`src/rtl/sar_compare_search.sv`:
```
// sar_compare_search: successive-approximation initiator for the cascadable
// magnitude comparator. It drives guesses on oGuess/oReq, consumes the
// {gt,lt,eq} code on iAck, and binary-searches the comparator's hidden operand.
//
// state | meaning
// IDLE  | waiting for iStart; result registers hold the last search outcome
// CALC  | register the midpoint of [lo,hi] as the next guess, raise oReq
// REQ   | guess presented; wait for iAck, then narrow the range or finish
// DONE  | single-cycle completion, oDone high, then back to IDLE
module sar_compare_search #(
  parameter int WIDTH = 4
) (
  input  logic             iClk,
  input  logic             iReset,
  input  logic             iStart,
  output logic [WIDTH-1:0] oGuess,
  output logic             oReq,
  input  logic             iAck,
  input  logic [2:0]       iCmp,
  output logic             oBusy,
  output logic             oDone,
  output logic             oFound,
  output logic             oErr,
  output logic [WIDTH-1:0] oResult,
  output logic [3:0]       oSteps
);

  typedef enum logic [1:0] {
    IDLE = 2'd0,
    CALC = 2'd1,
    REQ  = 2'd2,
    DONE = 2'd3
  } state_t;

  localparam logic [2:0]     CMP_GT  = 3'b100;
  localparam logic [2:0]     CMP_LT  = 3'b010;
  localparam logic [2:0]     CMP_EQ  = 3'b001;
  localparam logic [WIDTH:0] HI_INIT = {1'b0, {WIDTH{1'b1}}};
  localparam logic [WIDTH:0] ONE_EXT = (WIDTH+1)'(1);

  state_t state;

  // One extra bit on the bounds so lo can step past the top of the range
  // (guess = all-ones answered "greater") and the empty range is detectable.
  logic [WIDTH:0] lo;
  logic [WIDTH:0] hi;

  logic [WIDTH:0] midSum;
  logic [WIDTH:0] guessExt;
  logic [WIDTH:0] guessInc;
  logic [WIDTH:0] guessDec;
  logic [WIDTH:0] loNext;
  logic [WIDTH:0] hiNext;
  logic           ackContinue;
  logic           ackFound;
  logic           ackErr;
  logic           unusedMidLsb;

  // In CALC lo <= hi <= 2^WIDTH-1, so lo+hi fits in WIDTH+1 bits and the
  // midpoint is simply the upper WIDTH bits of the sum.
  assign midSum       = lo + hi;
  assign unusedMidLsb = midSum[0];
  assign guessExt     = {1'b0, oGuess};
  assign guessInc     = guessExt + ONE_EXT;
  assign guessDec     = guessExt - ONE_EXT;

  // Decode the comparator answer into the narrowed range and the search outcome.
  always_comb begin
    loNext      = lo;
    hiNext      = hi;
    ackContinue = 1'b0;
    ackFound    = 1'b0;
    ackErr      = 1'b0;
    case (iCmp)
      CMP_GT: begin
        loNext = guessInc;
        if (guessInc > hi) begin
          ackErr = 1'b1;
        end else begin
          ackContinue = 1'b1;
        end
      end
      CMP_LT: begin
        // Target below guess 0 cannot exist; guessDec would wrap, so stop here.
        if (oGuess == '0) begin
          ackErr = 1'b1;
        end else begin
          hiNext = guessDec;
          if (lo > guessDec) begin
            ackErr = 1'b1;
          end else begin
            ackContinue = 1'b1;
          end
        end
      end
      CMP_EQ: begin
        ackFound = 1'b1;
      end
      default: begin
        ackErr = 1'b1;
      end
    endcase
  end

  // Search sequencer with all outputs registered.
  always_ff @(posedge iClk) begin
    if (iReset) begin
      state   <= IDLE;
      lo      <= '0;
      hi      <= '0;
      oGuess  <= '0;
      oReq    <= 1'b0;
      oBusy   <= 1'b0;
      oDone   <= 1'b0;
      oFound  <= 1'b0;
      oErr    <= 1'b0;
      oResult <= '0;
      oSteps  <= '0;
    end else begin
      oDone <= 1'b0;
      case (state)
        IDLE: begin
          if (iStart) begin
            lo      <= '0;
            hi      <= HI_INIT;
            oSteps  <= '0;
            oFound  <= 1'b0;
            oErr    <= 1'b0;
            oResult <= '0;
            oBusy   <= 1'b1;
            state   <= CALC;
          end
        end
        CALC: begin
          oGuess <= midSum[WIDTH:1];
          oReq   <= 1'b1;
          state  <= REQ;
        end
        REQ: begin
          if (iAck) begin
            oSteps <= oSteps + 4'd1;
            oReq   <= 1'b0;
            lo     <= loNext;
            hi     <= hiNext;
            if (ackContinue) begin
              state <= CALC;
            end else begin
              // Every terminating answer passes through DONE so oDone is never lost.
              oFound  <= ackFound;
              oErr    <= ackErr;
              oResult <= ackFound ? oGuess : '0;
              oBusy   <= 1'b0;
              oDone   <= 1'b1;
              state   <= DONE;
            end
          end
        end
        DONE: begin
          state <= IDLE;
        end
        default: begin
          state <= IDLE;
        end
      endcase
    end
  end

endmodule

```
`config.mk`:
```
export PLATFORM = sky130hd
export DESIGN_NAME = sar_compare_search
export DESIGN_NICKNAME = d
export VERILOG_FILES = /design/src/rtl/sar_compare_search.sv
export SDC_FILE = /design/constraint.sdc
export NUM_CORES = 1
export LEC_CHECK = 0
export ABC_AREA = 0
export CAP_MARGIN = 10
export CORE_MARGIN = 2
export CORE_UTILIZATION = 60
export CTS_BUF_LIST = sky130_fd_sc_hd__clkbuf_8
export DETAILED_ROUTE_END_ITERATION = 7
export GPL_ROUTABILITY_DRIVEN = 1
export PLACE_DENSITY = 0.87
export SETUP_SLACK_MARGIN = 0.4
export SLEW_MARGIN = 0
export SYNTH_ARGS = -nofsm -noshare
export SYNTH_HDL_FRONTEND = slang
export SYNTH_SLANG_ARGS = --single-unit
```
`constraint.sdc`:
```
create_clock -name iClk -period 4.1 [get_ports iClk]
set_clock_uncertainty 0.05 [all_clocks]
set_input_delay 0.82 -clock iClk [delete_from_list [all_inputs] [get_ports iClk]]
set_output_delay 0.82 -clock iClk [all_outputs]
set_load 0.01 [all_outputs]
```
# ---- Word-level counts from Yosys, hierarchy flattened
# Cells that the tools add are included.
dict set report word_totals {
  in_bits 7
  out_inout_bits 17
  ff_bits 29
  elab_cells 85
}
dict set report op_classes {
  eq_ne 12
  n_bitwise 2
  n_lt_le_gt_ge 2
  addsub 4
  n_mux 43
  n_reduce_logical 11
}
# cell n
set ops {}
lappend ops {{$mux W5} 7}
lappend ops {{$mux W4} 5}
lappend ops {{$pmux W5 S2} 2}
lappend ops {{$mux W1} 17}
lappend ops {{$pmux W4 S2} 2}
lappend ops {{$gt A5 B5 Y1} 2}
lappend ops {{$pmux W1 S2} 5}
lappend ops {{$ne A2 B2 Y1 const B} 4}
lappend ops {{$pmux W2 S4} 1}
lappend ops {{$reduce_and A4 Y1} 2}
lappend ops {{$mux W2} 3}
lappend ops {{$add A4 B1 Y5 const B} 1}
lappend ops {{$add A5 B5 Y5} 1}
lappend ops {{$reduce_and A5 Y1} 1}
lappend ops {{$sub A4 B1 Y5 const B} 1}
lappend ops {{$add A4 B1 Y4 const B} 1}
lappend ops {{$eq A2 B2 Y1 const B} 2}
lappend ops {{$logic_not A4 Y1} 1}
lappend ops {{$ne A2 B1 Y1 const B} 2}
lappend ops {{$reduce_and A2 Y1} 2}
lappend ops {{$reduce_bool A2 Y1} 2}
lappend ops {{$eq A3 B1 Y1 const B} 1}
lappend ops {{$eq A3 B2 Y1 const B} 1}
lappend ops {{$eq A3 B3 Y1 const B} 1}
lappend ops {{6 further kinds} 7}

# ---- Longest topological paths before layout
# Gate-level depths: netlist of the first run.
dict set report depth {
  word_depth 8
  mapped_depth 10
  depth_no_buf 9
}

# ---- Least setup slack after synthesis of the first run
# Ideal clock, no wire load.
dict set report synth_path {
  kind {register -> register}
  from {reg oGuess[0]}
  to {reg oResult[3]}
  n_path_buf 1
  period_less_slack_ps 2807
  setup_slack_ps 1293
  path_stages_with_launch 11
  setup_time_ps 117
  required_ps 3933
  arrival_time_ps 2640
  cell_sequence {dfxtp_1 -> inv_1 -> ha_1 -> or3b_4 -> ha_1 -> and4_1 -> a221o_1 -> a21oi_2 -> or4_4 -> buf_6 -> a32o_1}
}
dict set report synth_between {
  elab_chain_cells 7
  word_cells_on_any_way 11
  classes_between {add/sub (2); order compare (2); eq/ne (1); mux (4); reduce/logical (2)}
}
# element line_no
set synth_lines {}
lappend synth_lines {{start, declared} 16} ;# output logic [WIDTH-1:0] oGuess,
lappend synth_lines {{start signal, assigned} 135} ;# oGuess <= midSum[WIDTH:1];
lappend synth_lines {{$sub A4 B1 Y5} 65} ;# assign guessDec = guessExt - ONE_EXT;
lappend synth_lines {{$gt A5 B5 Y1} 89} ;# if (lo > guessDec) begin
lappend synth_lines {{$mux W1} 89}
lappend synth_lines {{$mux W1} 85} ;# if (oGuess == '0) begin
lappend synth_lines {{$pmux W1 S2 *} 74} ;# case (iCmp)
lappend synth_lines {{$ne A2 B2 Y1 (no line) *} n/a}
lappend synth_lines {{$reduce_and A4 Y1 (no line) *} n/a}
lappend synth_lines {{end signal, assigned} 151} ;# oResult <= ackFound ? oGuess : '0;
lappend synth_lines {{end, declared} 24} ;# output logic [WIDTH-1:0] oResult,
# Every way passes the cells marked *; elsewhere a longest branch is shown, timed or not.
# A chain may end at the register's enable or synchronous reset.

# ---- Final worst setup path of the first run
dict set report layout_path {
  from {reg oGuess[0]}
  to {reg oResult[1]}
}
# The elaborated chain is that of the path after synthesis.

==> results of run 1 <==
## sequential cells by signal (all words and copies together), names as in the netlist, 2 cells and up
register,cells
lo,5
oResult,4
oSteps,4
oGuess,4
state,2
hi,5
## critical path, delay by kind of cell, from the launching register on
family          cells  cell delay [ps]
fa+ha+maj           2              490
simple gates        3             1190
buf+inv             1              140
compound gates      3              520
flops               1              400
## power by group
part	switching [mW]	total [mW]	internal, mW
sequential	0.0158	0.310	0.294
combinational	0.0727	0.129	0.0564
clock	0.107	0.222	0.115
total	0.196	0.661	0.466
## through the flow
step / util (%) / instance area (um2) / total power [mW]
after global routing: 76.4 / 1910 / 0.687
after global placement: 73.1 / 1830 / 0.438
final: 76.4 / 1910 / 0.661
after floorplan: - / 1600 / 0.399
after CTS: 76.4 / 1910 / 0.662
after detailed placement: 73.1 / 1830 / 0.441
## worst paths after layout
kind	to	slack, ps
setup / recovery	oResult[1]	1200
hold / removal	oFound	440
setup reg to reg	oResult[1]	1200
hold reg to reg	oFound	440
## cell usage in the layout (no fill, tap or decap), drive strengths merged, types with 2 or more instances in the layout
| cell type | n |
|---|---|
| nor2b | 2 |
| xnor2 | 7 |
| a311oi | 4 |
| a211oi | 4 |
| nand2b | 2 |
| a32o | 5 |
| a21o | 2 |
| clkinv | 2 |
| nor2 | 27 |
| inv | 13 |
| xor2 | 3 |
| nand3 | 2 |
| a22oi | 4 |
| nor3 | 8 |
| a31o | 3 |
| clkbuf | 5 |
| nand2 | 8 |
| ha | 16 |
| dfxtp | 29 |
| a21oi | 9 |
| and3 | 2 |
| nand4 | 3 |
| clkdlybuf4s50 | 23 |
| o21ai | 3 |
## routing by layer
layer,up-vias,wire [um]
met3,12,257
met1,687,1740
met4,0,87
li1,687,-
met2,68,1780
met5,-,0
## cells by family after synthesis
kind of cell	after synthesis
mux	2
simple gates	59
buf+inv	19
fa+ha+maj	17
xor+xnor	10
flops	29
compound gates	41
## cells in the mapped netlist
library cell,n
a211o_1,1
a211oi_1,4
a21o_1,2
a21oi_1,8
a21oi_2,1
a221o_1,1
a22oi_1,4
a311oi_1,4
a31o_2,3
a32o_1,5
a32oi_1,1
a41oi_1,1
and2_1,1
and3_1,1
and3_2,1
and4_1,1
buf_1,1
buf_6,2
clkbuf_1,4
dfxtp_1,29
fa_1,1
ha_1,16
inv_1,12
mux2_2,1
mux2i_1,1
nand2_1,8
nand2b_1,2
nand3_1,1
nand3_2,1
nand4_1,3
nor2_1,27
nor2b_1,2
nor3_1,8
nor3b_1,1
o211a_1,1
o21a_1,1
o21ai_0,3
o221a_2,1
or3b_4,1
or4_4,1
xnor2_1,7
xor2_1,3
## area by class of cell
class                      count  area share [%]
clock buffer                   5            3.60
timing repair buffer          23            12.1
inverter                      12            2.36
clock inverter                 3           0.721
tap                           30            1.97
multi-input combinational    129            48.9
sequential                    29            30.4
==> reports/metrics.cfg, run 1 <==
[status]
outcome=completed

[global_route]
grt_max_degree=25
grt_pass1_wl_um=6420
gr-total-overflow=0
grtUsageMet2_pct=44.4
grt_pass1_vias=1388
grt_most_used_layer=met2
antenna_found_initial=0
globalRouteTotalUtil_pct=26.5
grt_use_met3_pct=5.12
globalRouteMet1Util_pct=33.5

[floorplanning]
chipWidth_um=55.6
die_area_um2=3100
core_um2=2500
rows=18
io-pin-count=24
start_util_pct=64.0
fp.dieH_um=55.6

[timing]
hold_ws_ps=436
finalSetupTns_ps=0
fmax_mhz=345
worst_slew_pin_slew_ps=946
post-route-min-period_ps=2900
setup_ws_ps=1200
rsz0062_at_grt=false
setup_viol=0
slew_violations=0
min_period_over_period_pct=70.7
hold_viol_final=0
maxSlewHeadroom_pct=36.8

[cts]
cts_tree=done
hold_buffers=0
clock-sinks=29
numCtsBuffers=5
cts-root-buf=clkbuf_8
clockBufferDepth=2
post_cts_buffers=0
h-tree-depth=2
cts_resized=0
path_clk_slew_ps=60
worstSkewPairLatency_ps=280

[setup_path]
worst_r2r_path_depth=9
cp-startpoint=oGuess[0]
setup.worst_path.start_class=register
end_kind=register
worstPathArrival_ps=3020
required_ps=4220
reg2reg_from=oGuess[0]
critical-path-slowest-cell=or4_4
path_class=reg2reg
cp_max_fo=9
slowest_delay_ps=600
cpMostUsedCell=ha_1
crit_chain=inv_1 > ha_1 > or3b_4 > ha_1 > and4_1 > a221o_1 > a21oi_2 > or4_4 > a32o_1

[layout]
nets=224
drive_gt1_share_pct=8.46
layoutNonFillerInstCount=231
seqCellArea_um2=581
multi_input_area_um2=933
syn_to_final_growth_pct=19.3
nFillCells=163
num_antenna_cells=0

[logic_synthesis]
yosys-top-cells-area=dfxtp_1 36%, ha_1 13%, nor2_1 6.3%
synth_cell_types=42
synth-compound-area-share_pct=19.7
synth.avg_cell_area_um2=9.04
ys_seq_area_share_pct=36.3
synth_mux_area_share_pct=1.33
synth_xor_area_share_pct=5.47
synth_top_family_by_area=compound AO/OA/AOI/OAI gates
synth_top_area_share_pct=36.3
synthSimpleGateAreaFrac_pct=18.1
synth_nets=201
ys_warn_count=0
synth_top_cell_by_area=dfxtp_1
synthesis.area_um2=1600
synth_fa_ha_area_share_pct=13.8
ys_ff_latch=29
synth_cells=177

[routing]
ant_nets=0
post_drt_wl_per_cell_um=16.7
via_count=1454
drt_pre_antenna_iters=4
drc=0
drtIter0Drc=35
detail_route.vias_per_cell=6.29
wl_um=3860

[placement]
place_ws_ps=1220
portBuffers=23
place_hpwl_um=2870
dp.cells=223
gp_congestion=0.918

[min_path]
worstHoldStart=oFound
hold_path.class=reg2reg
hold-path-cell-count=1

[power_and_ir_drop]
p_leak_nw=0.798
power.density_nw_per_um2=346
max-vdd-ir-drop_v=0.000318

[run]
maxCapViolations=0

Power figures use the tool's default switching activity.
==> run 2, diff against run 1 <==
- CORE_UTILIZATION: 60 -> 50
- PLACE_DENSITY: 0.87 -> 0.78
- clock period: 4.1 -> 2.5 ns (I/O delays scaled with it)
==> run 2 against run 1 <==
Against the previous run:
- the run now ends with setup timing left
- total power up 72%
- maximum frequency up 14%
- combinational power up 110%
- flip-flop and latch count unchanged
- register-to-register slack worse by 1200 ps
- global-route usage down 0.094 points
- sequential share of layout area down 2.6 points
- critical path type unchanged
- critical endpoint unchanged
- largest cell class unchanged
- largest power group unchanged
==> reports/metrics.cfg, run 2 (same netlist as run 1, synthesis figures left out) <==
[floorplanning]
core_um2=3050  ; +22%
start_util_pct=52.4  ; -12 points
chipWidth_um=60.6  ; +8.9%
fp.dieH_um=60.6  ; +8.9%
io-pin-count=24  ; unchanged
rows=20  ; +2
die_area_um2=3670  ; +19%

[routing]
wl_um=4230  ; +9.4%
detail_route.vias_per_cell=5.62  ; -11%
post_drt_wl_per_cell_um=16.3  ; -2.8%
drtIter0Drc=84  ; +140%
drc=0  ; unchanged
drt_pre_antenna_iters=4  ; unchanged
ant_nets=0  ; unchanged
via_count=1462  ; +0.55%

[setup_path]
worst_r2r_path_depth=9  ; unchanged
slowest_delay_ps=490  ; -110 ps
setup.worst_path.start_class=register
end_kind=register
cpMostUsedCell=ha_4
crit_buf_inv=1  ; unchanged
crit_chain=inv_2 > ha_4 > or3b_4 > ha_4 > and4_1 > a221o_1 > a21oi_2 > or4_4 > a32o_1
cp_max_fo=8  ; -1
rrSetupSlack_ps=-50  ; -1250 ps
path_class=reg2reg
reg2reg_from=oGuess[1]
critical-path-slowest-cell=or4_4
worstPathArrival_ps=2670  ; -350 ps
cp_top_family=simple AND/OR/NAND/NOR gates
required_ps=2620  ; -1600 ps
rr_endpoint=oResult[1]

[min_path]
worstHoldStart=hi[4]
hold_path_end=hi[4]
hold-path-cell-count=1  ; unchanged
hold_path.class=reg2reg

[power_and_ir_drop]
pwr-share-seq_pct=44.6  ; -2.3 points
power.density_nw_per_um2=539  ; +56%
pwr-share-comb_pct=23.5  ; +4.0 points
swShare_pct=29.6  ; about the same
max-vdd-ir-drop_v=0.000436  ; +37%
p_leak_nw=0.892  ; +12%
totalPowerFinal_mw=1.14  ; +72%
intPower_uw=800  ; +72%
switchingPower_uw=336  ; +72%
clockPowerShare_pct=31.9  ; -1.7 points

[placement]
placed_area_um2=1970  ; +7.8%
gp_congestion=0.833  ; -9.2%
portBuffers=23  ; unchanged
place_ws_ps=-56.5  ; -1280 ps
place_hpwl_um=3080  ; +7.3%
dp.cells=247  ; +11%

[cts]
cts-root-buf=clkbuf_8
clock-sinks=29  ; unchanged
clockBufferDepth=2  ; unchanged
cts_tree=done
path_clk_slew_ps=60  ; about the same
numCtsBuffers=5  ; unchanged
worstSkewPairLatency_ps=280  ; about the same
h-tree-depth=2  ; unchanged

[timing]
rsz0062_at_grt=true
fmax_mhz=393  ; +14%
maxSlewHeadroom_pct=42.2  ; +5.4 points
setup_viol=7  ; +7
hold_viol_final=0  ; unchanged
setup_ws_ps=-47.3  ; -1250 ps
post-route-min-period_ps=2550  ; -352 ps
worst_slew_pin_slew_ps=866  ; -80.1 ps
slew_violations=0  ; unchanged
min_period_over_period_pct=102  ; +31 points

[layout]
nets=239  ; +6.7%
syn_to_final_growth_pct=31.7
num_antenna_cells=0  ; unchanged
drive_gt1_share_pct=19.4  ; +11 points
final_cell_mix=27 x nor2_1, 26 x dfxtp_1, 23 x clkdlybuf4s50_1
layout_commonest_cell=nor2_1
layoutNonFillerInstCount=260  ; +13%
finalInstanceArea_um2=2110  ; +10%
reg_top3=hi x5, lo x5

[global_route]
gr-total-overflow=0  ; unchanged
globalRouteTotalUtil_pct=26.4  ; -0.094 points
grt_pass1_wl_um=7090  ; +10%
grt_pass1_vias=1547  ; +11%
antenna_found_initial=0  ; unchanged
grt_max_degree=16  ; -36%

[status]
outcome=complete, but fails checks
violations=setup timing

[run]
maxCapViolations=0  ; unchanged

## run 2: layout make-up
type	instances	area, um2
clock buffers	5	68.8
flip-flops and latches	29	587
well taps	44	55.1
repair buffers	38	343
multi-input cells	129	993
inverters	12	47.5
fillers	256	945
clock inverters	3	13.8
## run 2: what timing repair did
item	4_1_cts	5_1_grt
gates resized for setup	4	0
setup buffers	5	0
pin swaps	6	1
hold buffers	0	0
endpoints found under the setup margin	9	9
## run 2: how the worst max path moves through the flow
stage              start  slack (ps)    endpoint  cells after the start
2_1_floorplan  oGuess[0]         -20       oBusy                     10
3_3_place_gp   oGuess[0]          30       oBusy                      9
3_5_place_dp   oGuess[0]         -60  oResult[1]                      9
4_1_cts        oGuess[1]         -50  oResult[1]                      9
5_1_grt        oGuess[1]        -130  oResult[2]                      9
6_report       oGuess[1]         -50  oResult[1]                      9
## run 2: metrics by stage
| step | setup TNS (ps) | util, % | hold slack (ps) |
|---|---|---|---|
| floorplan | -90.4 | - | 405 |
| global placement | 0 | 64.5 | 417 |
| detailed placement | -359 | 64.5 | 424 |
| CTS | -297 | 69.1 | 432 |
| global route | -896 | 69.1 | 462 |
| finish | -276 | 69.1 | 439 |
## run 2: worst register-to-register path: stages, from the launching register on
cell,delay (ps)
dfxtp_2,340
inv_2,80
ha_4,130
or3b_4,390
ha_4,280
and4_1,200
a221o_1,170
a21oi_2,70
or4_4,490
a32o_1,250
## run 2: power by group through the flow
stage	registers, mW	clock network (mW)	logic, mW
2_1_floorplan	0.516	0	0.150
3_3_place_gp	0.514	0	0.238
3_5_place_dp	0.516	0	0.247
4_1_cts	0.506	0.366	0.262
5_1_grt	0.509	0.383	0.296
6_report	0.506	0.363	0.267
## run 2: per-layer routing
layer  GRT usage (%)  wire [um]
met1            31.6       1810
met2            45.6       2180
met3            5.97        190
met4            10.6         51
met5               0          0
==> run 3, diff against run 2 <==
- CORE_ASPECT_RATIO: default -> 0.8
==> run 3 against run 2 <==
Against the previous run:
- the run still ends with setup timing left
- routed wire length about the same
- cell count decreased by 0.38%
- register-to-register slack hardly changed
- first-iteration DRC count grew 36%
- hold slack barely moved
- largest power group unchanged
- worst setup slack better by 4.4 ps
- critical path type unchanged
- total power grew 12%
- global-route usage fell by 0.16 points
==> reports/metrics.cfg, run 3 (same netlist as run 1, synthesis figures left out) <==
[cts]
clock-sinks=29  ; unchanged
cts_tree=done
clockBufferDepth=2  ; unchanged
path_clk_slew_ps=70  ; about the same
cts-root-buf=clkbuf_8
numCtsBuffers=5  ; unchanged
h-tree-depth=2  ; unchanged
worstSkewPairLatency_ps=280  ; about the same

[timing]
hold_viol_final=0  ; unchanged
finalSetupTns_ps=-256  ; +20.5 ps
setup_viol=7  ; unchanged
fmax_mhz=393  ; +0.17%
hold_ws_ps=439  ; +0.257 ps
setup_ws_ps=-42.9  ; +4.42 ps
maxSlewHeadroom_pct=57.6  ; +15 points
min_period_over_period_pct=102  ; -0.18 points
worst_slew_pin_slew_ps=631  ; -235 ps
post-route-min-period_ps=2540  ; -4.42 ps
slew_violations=0  ; unchanged
rsz0062_at_grt=true

[global_route]
grt_pass1_vias=1466  ; -5.2%
globalRouteTotalUtil_pct=26.2  ; -0.16 points
antenna_found_initial=0  ; unchanged
grt_max_degree=11  ; -5
grt_pass1_wl_um=6940  ; -2.0%
gr-total-overflow=0  ; unchanged

[layout]
syn_to_final_growth_pct=36.0
layout_commonest_cell=nor2_1
drive_gt1_share_pct=21.5  ; +2.0 points
nets=242  ; +1.3%
reg_top3=hi x5, lo x5
finalInstanceArea_um2=2180  ; +3.2%
final_cell_mix=27 x nor2_1, 26 x dfxtp_1, 23 x clkdlybuf4s50_1
num_antenna_cells=0  ; unchanged

[setup_path]
path_class=reg2reg
critical-path-slowest-cell=or4_4
end_kind=register
cpMostUsedCell=ha_4
cp_max_fo=8  ; unchanged
setup.worst_path.start_class=register
crit_chain=inv_2 > ha_4 > or3b_4 > ha_4 > and4_4 > a221o_1 > a21oi_2 > or4_4 > a32o_1
slowest_delay_ps=490  ; about the same
worstPathArrival_ps=2660  ; about the same
required_ps=2620  ; about the same

[placement]
portBuffers=23  ; unchanged
place_hpwl_um=3150  ; +2.3%
gp_congestion=0.922  ; +11%
placed_area_um2=1970  ; +0.13%

[power_and_ir_drop]
totalPowerFinal_mw=1.27  ; +12%
intPower_uw=920  ; +15%
swShare_pct=27.7  ; -1.9 points
p_leak_nw=0.915  ; +2.6%
clockPowerShare_pct=37.0  ; +5.1 points
pwr-share-comb_pct=23.1  ; -0.4 points
power.density_nw_per_um2=584  ; +8.5%
max-vdd-ir-drop_v=0.000458  ; +5.1%
pwr-share-seq_pct=39.9  ; -4.7 points
switchingPower_uw=352  ; +4.8%

[min_path]
hold_path.class=reg2reg

[floorplanning]
io-pin-count=24  ; unchanged
die_area_um2=3670  ; about the same
fp.dieH_um=54.6  ; -9.9%
rows=18  ; -10%
start_util_pct=52.2  ; -0.17 points
core_um2=3060  ; +0.33%
chipWidth_um=67.3  ; +11%

[routing]
post_drt_wl_per_cell_um=16.3  ; +0.48%
detail_route.vias_per_cell=5.82  ; +3.5%
wl_um=4230  ; about the same
drc=0  ; unchanged
drt_pre_antenna_iters=4  ; unchanged
via_count=1508  ; +3.1%
ant_nets=0  ; unchanged
drtIter0Drc=114  ; +36%

[run]
maxCapViolations=0  ; unchanged

[status]
violations=setup timing
outcome=complete, but fails checks

-- run 3: changes by cell type in the layout (fill, tap and decap cells not counted), sizes merged --
cell / before / now
bufinv: 0 / 1
buf: 15 / 18
clkinv: 2 / 1
-- run 3: cell type report --
class / count / area, um2
inverter: 12 / 47.5
tap: 40 / 50.0
timing repair buffer: 41 / 365
sequential: 29 / 587
multi-input combinational: 129 / 1020
clock inverter: 3 / 38.8
fill: 246 / 887
clock buffer: 5 / 68.8
-- run 3: final timing paths --
kind / slack, ps / to / cells after the start / from
min reg2reg: 440 / oReq / 2 / oReq
max reg2reg: -40 / oResult[2] / 9 / oGuess[1]
min: 440 / oReq / 2 / oReq
max: -40 / oResult[2] / 9 / oGuess[1]
-- run 3: repair_timing --
item / 4_1_cts / 5_1_grt
hold buffers: 0 / 0
buffers inserted: 6 / 1
hold endpoints to repair: 0 / 0
setup endpoints to repair: 9 / 10
pin swaps: 4 / 3
gates resized for setup: 4 / 3
-- run 3: layer usage --
metal / wire, um / track usage [%]
met1: 1960 / 33.3
met2: 1990 / 42.9
met3: 238 / 7.82
met4: 42 / 8.84
met5: 0 / 0
-- run 3: metrics by stage --
stage	worst slack (ps)	util [%]	std cells
final	-42.9	71.0	259
after global routing	-133	71.0	259
after CTS	-20.3	70.2	258
after detailed placement	-34.6	64.4	244
after global placement	34.8	64.4	244
after floorplan	-18.2	-	177
-- run 3: power groups by stage --
stage / Sequential (mW) / Combinational, mW / Clock (mW)
after floorplan: 0.516 / 0.150 / 0
after global placement: 0.514 / 0.239 / 0
after detailed placement: 0.516 / 0.250 / 0
after CTS: 0.506 / 0.277 / 0.478
after global routing: 0.510 / 0.319 / 0.501
final: 0.508 / 0.293 / 0.471
-- run 3: critical path: cells and delay by family, from the launching register on --
family,cells,cell delay [ps]
AO/OA/AOI/OAI,3,470
adder cells (fa/ha/maj),2,410
buffers and inverters,1,80
flip-flops,1,340
AND/OR/NAND/NOR,3,1080
